===== config.mk =====
export PLATFORM = sky130hd
export DESIGN_NAME = counter_sched
export DESIGN_NICKNAME = d
export VERILOG_FILES = /design/src/rtl/counter_sched.sv
export SDC_FILE = /design/constraint.sdc
export NUM_CORES = 1
export LEC_CHECK = 0
export CAP_MARGIN = 20
export CORE_UTILIZATION = 54
export DETAILED_ROUTE_END_ITERATION = 8
export PLACE_DENSITY_LB_ADDON = 0.25
export SLEW_MARGIN = 25
export SYNTH_ARGS = -nofsm -noshare
export SYNTH_HDL_FRONTEND = slang
export SYNTH_SLANG_ARGS = --single-unit

===== constraint.sdc =====
create_clock -name CLK -period 2.04 [get_ports CLK]
set_input_delay 0.408 -clock CLK [delete_from_list [all_inputs] [get_ports CLK]]
set_output_delay 0.408 -clock CLK [all_outputs]
set_load 0.01 [all_outputs]

===== src/rtl/counter_sched.sv =====
// counter_sched: fixed-priority scheduler that shares the LED counter register
// between clear, two preset loads, a manual step and a periodic auto-tick.
// One command is in flight at a time over a valid/ready handshake.
module counter_sched #(
    parameter int unsigned TICK_LEN = 4194304
) (
    input  logic       CLK,
    input  logic       RST,
    input  logic [3:0] REQ,
    input  logic [1:0] MODE,
    input  logic       AUTO,
    output logic       CMD_VALID,
    output logic [2:0] CMD_OP,
    input  logic       CMD_READY,
    output logic [2:0] GRANT_ID,
    output logic       DROP,
    output logic [4:0] PENDING
);

    typedef enum logic {
        IDLE  = 1'b0,
        ISSUE = 1'b1
    } state_t;

    localparam logic [2:0] OP_CLEAR  = 3'b000;
    localparam logic [2:0] OP_LOAD_A = 3'b001;
    localparam logic [2:0] OP_LOAD_B = 3'b010;
    localparam logic [2:0] OP_INC    = 3'b011;
    localparam logic [2:0] OP_DEC    = 3'b100;
    localparam logic [2:0] OP_SHL    = 3'b101;

    localparam logic [23:0] TICK_LAST = 24'(TICK_LEN - 1);

    state_t      state_q, state_d;
    logic [23:0] tick_cnt_q, tick_cnt_d;
    logic [4:0]  pend_q, pend_d;
    logic        valid_q, valid_d;
    logic [2:0]  op_q, op_d;
    logic [2:0]  gid_q, gid_d;
    logic        drop_q, drop_d;

    logic        tick_fire;
    logic [4:0]  set_vec;
    logic [4:0]  grant_oh;
    logic [4:0]  clr_mask;
    logic        grant_vld;
    logic [2:0]  grant_idx;
    logic [2:0]  step_op;
    logic        step_ok;

    // Auto-tick divider: free-runs while enabled, held at zero otherwise.
    always_comb begin
        tick_cnt_d = '0;
        tick_fire  = 1'b0;
        if (AUTO) begin
            if (tick_cnt_q == TICK_LAST) begin
                tick_fire = 1'b1;
            end else begin
                tick_cnt_d = tick_cnt_q + 24'd1;
            end
        end
    end

    // Priority pick, pending-bit update and lost-request detection.
    always_comb begin
        set_vec   = {tick_fire, REQ};
        grant_oh  = '0;
        grant_idx = 3'd0;
        grant_vld = 1'b0;
        if (state_q == IDLE) begin
            for (int i = 4; i >= 0; i--) begin
                if (pend_q[i]) begin
                    grant_oh  = 5'b00001 << i;
                    grant_idx = 3'(i);
                    grant_vld = 1'b1;
                end
            end
        end
        // A granted clear makes any queued step/tick obsolete.
        clr_mask = grant_oh;
        if (grant_oh[0]) begin
            clr_mask[4:3] = 2'b11;
        end
        pend_d = (pend_q & ~clr_mask) | set_vec;
        // A request is lost only if its bit was still outstanding afterwards.
        drop_d = |(set_vec & pend_q & ~clr_mask);
    end

    // Translate the step mode into a datapath opcode; mode 11 means no-op.
    always_comb begin
        step_op = OP_INC;
        step_ok = 1'b1;
        case (MODE)
            2'b00:   step_op = OP_INC;
            2'b01:   step_op = OP_DEC;
            2'b10:   step_op = OP_SHL;
            default: step_ok = 1'b0;
        endcase
    end

    // Issue FSM next-state: grant from IDLE, wait for the handshake in ISSUE.
    always_comb begin
        state_d = state_q;
        valid_d = valid_q;
        op_d    = op_q;
        gid_d   = gid_q;
        case (state_q)
            IDLE: begin
                if (grant_vld) begin
                    if (grant_idx >= 3'd3) begin
                        if (step_ok) begin
                            op_d    = step_op;
                            gid_d   = grant_idx;
                            valid_d = 1'b1;
                            state_d = ISSUE;
                        end
                    end else begin
                        case (grant_idx)
                            3'd0:    op_d = OP_CLEAR;
                            3'd1:    op_d = OP_LOAD_A;
                            default: op_d = OP_LOAD_B;
                        endcase
                        gid_d   = grant_idx;
                        valid_d = 1'b1;
                        state_d = ISSUE;
                    end
                end
            end
            ISSUE: begin
                if (CMD_READY) begin
                    valid_d = 1'b0;
                    state_d = IDLE;
                end
            end
            default: begin
                state_d = IDLE;
                valid_d = 1'b0;
            end
        endcase
    end

    // All state registers; reset withdraws any outstanding command.
    always_ff @(posedge CLK) begin
        if (RST) begin
            state_q    <= IDLE;
            tick_cnt_q <= '0;
            pend_q     <= '0;
            valid_q    <= 1'b0;
            op_q       <= OP_CLEAR;
            gid_q      <= 3'd0;
            drop_q     <= 1'b0;
        end else begin
            state_q    <= state_d;
            tick_cnt_q <= tick_cnt_d;
            pend_q     <= pend_d;
            valid_q    <= valid_d;
            op_q       <= op_d;
            gid_q      <= gid_d;
            drop_q     <= drop_d;
        end
    end

    assign CMD_VALID = valid_q;
    assign CMD_OP    = op_q;
    assign GRANT_ID  = gid_q;
    assign DROP      = drop_q;
    assign PENDING   = pend_q;

endmodule


==> summary.md <==
| Metric | Value |
|---|---|
| # rows | `20` |
| Die width | `59.50 um` |
| Via count | `1589` |
| Post-route total power | `1355 uW` |
| WHS Path Cells | `1` |
| Top Ports | `23` |
| CP endpoint kind | `register` |
| Crit-path slowest cell | `or4_1` |
| Gates resized, CTS repair | `0` |
| Worst VDD drop | `434.4 uV` |
| CP Launch Type | `register` |
| TritonCTS Sinks | `38` |
| CP top delay family | `simple AND/OR/NAND/NOR gates` |
| Initial core utilization | `0.5754` |
| Setup tns final | `0 ps` |
| Core Box Area | `3103 um^2` |
| Mapped Avg Cell Area | `8.304 um^2` |
| Number of enable flip-flop cells after synthesis | `0` |
| Most frequent cell after synthesis | `dfxtp_1` |
| FF/Latch Area | `760.7 um^2` |
| Mux cell area share after synthesis | `0.01121` |
| Worst hold path endpoint | `tick_cnt_q[0]$_SDFF_PP0_` |
| Slew Viols, Final | `0` |
| R2R depth | `4` |
| Tmin final | `1932 ps` |
| Synthesis-stage register bit count | `38` |
| Pin count of the biggest net entering global routing | `17` |
| Htree depth | `2` |
| Crit path largest cell delay | `710 ps` |
| Post-CTS setup repair buffer count | `0` |
| Clock Tree Buf Depth | `2` |
| Via density | `5.517` |
| Routed wire length | `3.587 mm` |
| R2R Path Start | `tick_cnt_q[9]$_SDFF_PP0_` |
| Reg-to-reg endpoint | `tick_cnt_q[19]$_SDFF_PP0_` |
| Worst reg-to-reg setup slack | `110 ps` |
| Hold Buf Count CTS | `0` |
| CP cell instances | `nand3_1 -> or4_1 -> or4_4 -> a21oi_2` |
| Routed Antenna Nets | `0` |
| CTS root buffer | `clkbuf_4` |
| Hold Vio Cnt, Final | `0` |
| Post-synth top flop | `dfxtp_1` |
| Area of the multi-input gates | `954.7 um^2` |
| Global placer's final weighted congestion | `0.8015` |
| Antenna violations before repair | `0` |
| Max Cap Viol | `0` |
| Iteration-0 DRC Markers | `68` |
| XOR/XNOR Fraction of Synth Area | `0.05396` |
| PortBufs | `22` |
| Hold WC Path Type | `register to register` |
| Fill cells | `275` |
| Largest family of logic cells by synthesized area | `simple AND/OR/NAND/NOR gates` |
| Top post-synthesis cells by area | `dfxtp_1 (43%), a21oi_1 (5.9%), nor2_1 (5.9%)` |
| WS Path Type | `register to register` |
| Adder-cell share of the synthesized area | `0.02102` |
| P per Cell Area | `627.3 nW/um^2` |
| Syn Nets | `228` |
| Clk slew on worst S/H paths | `110 ps` |
| Buf/Inv on CP | `0` |
| Final #Nets | `256` |
| Inserted Clock Buffers | `5` |
| Synth Area in Simple Gates | `0.2810` |
| RSZ-0062 raised after global routing | `false` |
| Compound-Gate Fraction of Synth Area | `0.1675` |
| Leak Pwr | `0.0007190 uW` |
| First-pass GRT wire length | `5.989 mm` |
| Global Route Usage Sum | `0.2252` |
| Die footprint | `3540 um^2` |
| Vias in the first global route | `1410` |
| Slew @ Worst Pin | `550.8 ps` |
| HPWL after detailed placement | `2.591 mm` |
| Worst-path fanout max | `10` |
| HP Start | `tick_cnt_q[0]$_SDFF_PP0_` |
| Status | `finished clean` |
| Worst path depth | `4` |
| Area of the mapped netlist | `1785 um^2` |
| Layout area overhead | `21.02%` |
| Synth Instances | `215` |
| Clk_skew | `6.645 ps` |
| CTS tree | `yes` |
| WL per Instance | `12.45 um` |
| DRC viols | `0` |
| Clock latency on the worst-skew pair | `340 ps` |
| Largest area contributor in the netlist | `dfxtp_1` |
| Ys Warns | `0` |
| Library cells used by synthesis | `40` |
| CP Data Required Time | `2330 ps` |
| Fin crit share | `0.9469` |
| Worst slew margin | `0.6294` |
| Top cells by count, synth | `dfxtp_1 (38), nor2_1 (28), a21oi_1 (21)` |
| Yosys top cell area share | `0.4261` |
| DIE HEIGHT | `59.50 um` |
| Sequential area share after synthesis | `0.4261` |
| Antenna Diode Count | `0` |
| Ys async rst share | `0` |
| GR Overflow Total | `0` |
| Fmax | `517.7 MHz` |
| Crit path DAT | `2220 ps` |
| Fraction of layout cells with a size suffix above 1 | `0.09836` |
| Pre-antenna DRT Iters | `4` |
| Final Setup Violations | `0` |
[routing by layer]
layer,track usage,up-vias,routed length (um)
met5,0,-,0
met4,0.09967,0,62
met3,0.05240,8,144
met2,0.3579,28,1598
met1,0.2905,737,1782
li1,-,816,-
[placed cells by master (no fill, tap or decap), types with 5 or more instances in the layout]
| master | instances |
|---|---|
| inv_1 | 9 |
| clkdlybuf4s50_1 | 22 |
| nor3_1 | 8 |
| nor2_1 | 28 |
| o21ai_0 | 10 |
| nand3_1 | 8 |
| nand2_1 | 14 |
| clkbuf_4 | 5 |
| nand2b_1 | 7 |
| dfxtp_1 | 38 |
| or3_1 | 8 |
| buf_4 | 7 |
| xnor2_1 | 9 |
| a21oi_1 | 21 |
[flip-flops by register name, summed over array words and instances (netlist names)]
name	flops
PENDING	5
tick_cnt_q	24
state_q	1
DROP	1
CMD_OP	3
CMD_VALID	1
GRANT_ID	3
[worst max path at each step]
stage | start | to | slack (ps)
after floorplan | tick_cnt_q[3]$_SDFF_PP0_ | tick_cnt_q[19]$_SDFF_PP0_ | 210
after global placement | MODE[0] | GRANT_ID[1]$_SDFFE_PP0P_ | 200
after detailed placement | tick_cnt_q[9]$_SDFF_PP0_ | tick_cnt_q[19]$_SDFF_PP0_ | 150
after CTS | PENDING[1]$_SDFF_PP0_ | PENDING[1] | 110
after global routing | PENDING[1]$_SDFF_PP0_ | PENDING[1] | 30
final | tick_cnt_q[9]$_SDFF_PP0_ | tick_cnt_q[19]$_SDFF_PP0_ | 110
[area by class of cell]
type | instances | area share
repair buffers | 30 | 0.1355
multi-input cells | 159 | 0.4418
clock inverters | 2 | 0.005790
well taps | 44 | 0.02548
inverters | 9 | 0.01563
flip-flops and latches | 38 | 0.3521
clock buffers | 6 | 0.02374
[report_power, final]
part	total (uW)	internal [uW]	switching [uW]
sequential	789	761	27.8
clock	407	166	242
combinational	159	87.4	71.5
total	1360	1010	341
[through the flow]
stage,instance area [um^2],worst slack [ps],instances,util,hold WS [ps]
3_5_place_dp,2097,145.3,280,0.6758,444.1
2_1_floorplan,1785,206.1,215,-,417.5
3_3_place_gp,2097,198.5,280,0.6758,429.9
6_report,2161,108.4,288,0.6964,455.9
4_1_cts,2161,107.5,288,0.6964,461.1
5_1_grt,2161,32.97,288,0.6964,490.4
[kinds of logic (layout without fill, tap and decap cells)]
group	count (synthesis)	after routing
compound gates	48	48
simple gates	95	95
buf+inv	18	47
flops	38	38
mux	2	2
fa+ha+maj	3	3
xor+xnor	11	11
Note: power is estimated with default switching activity, not from simulation.
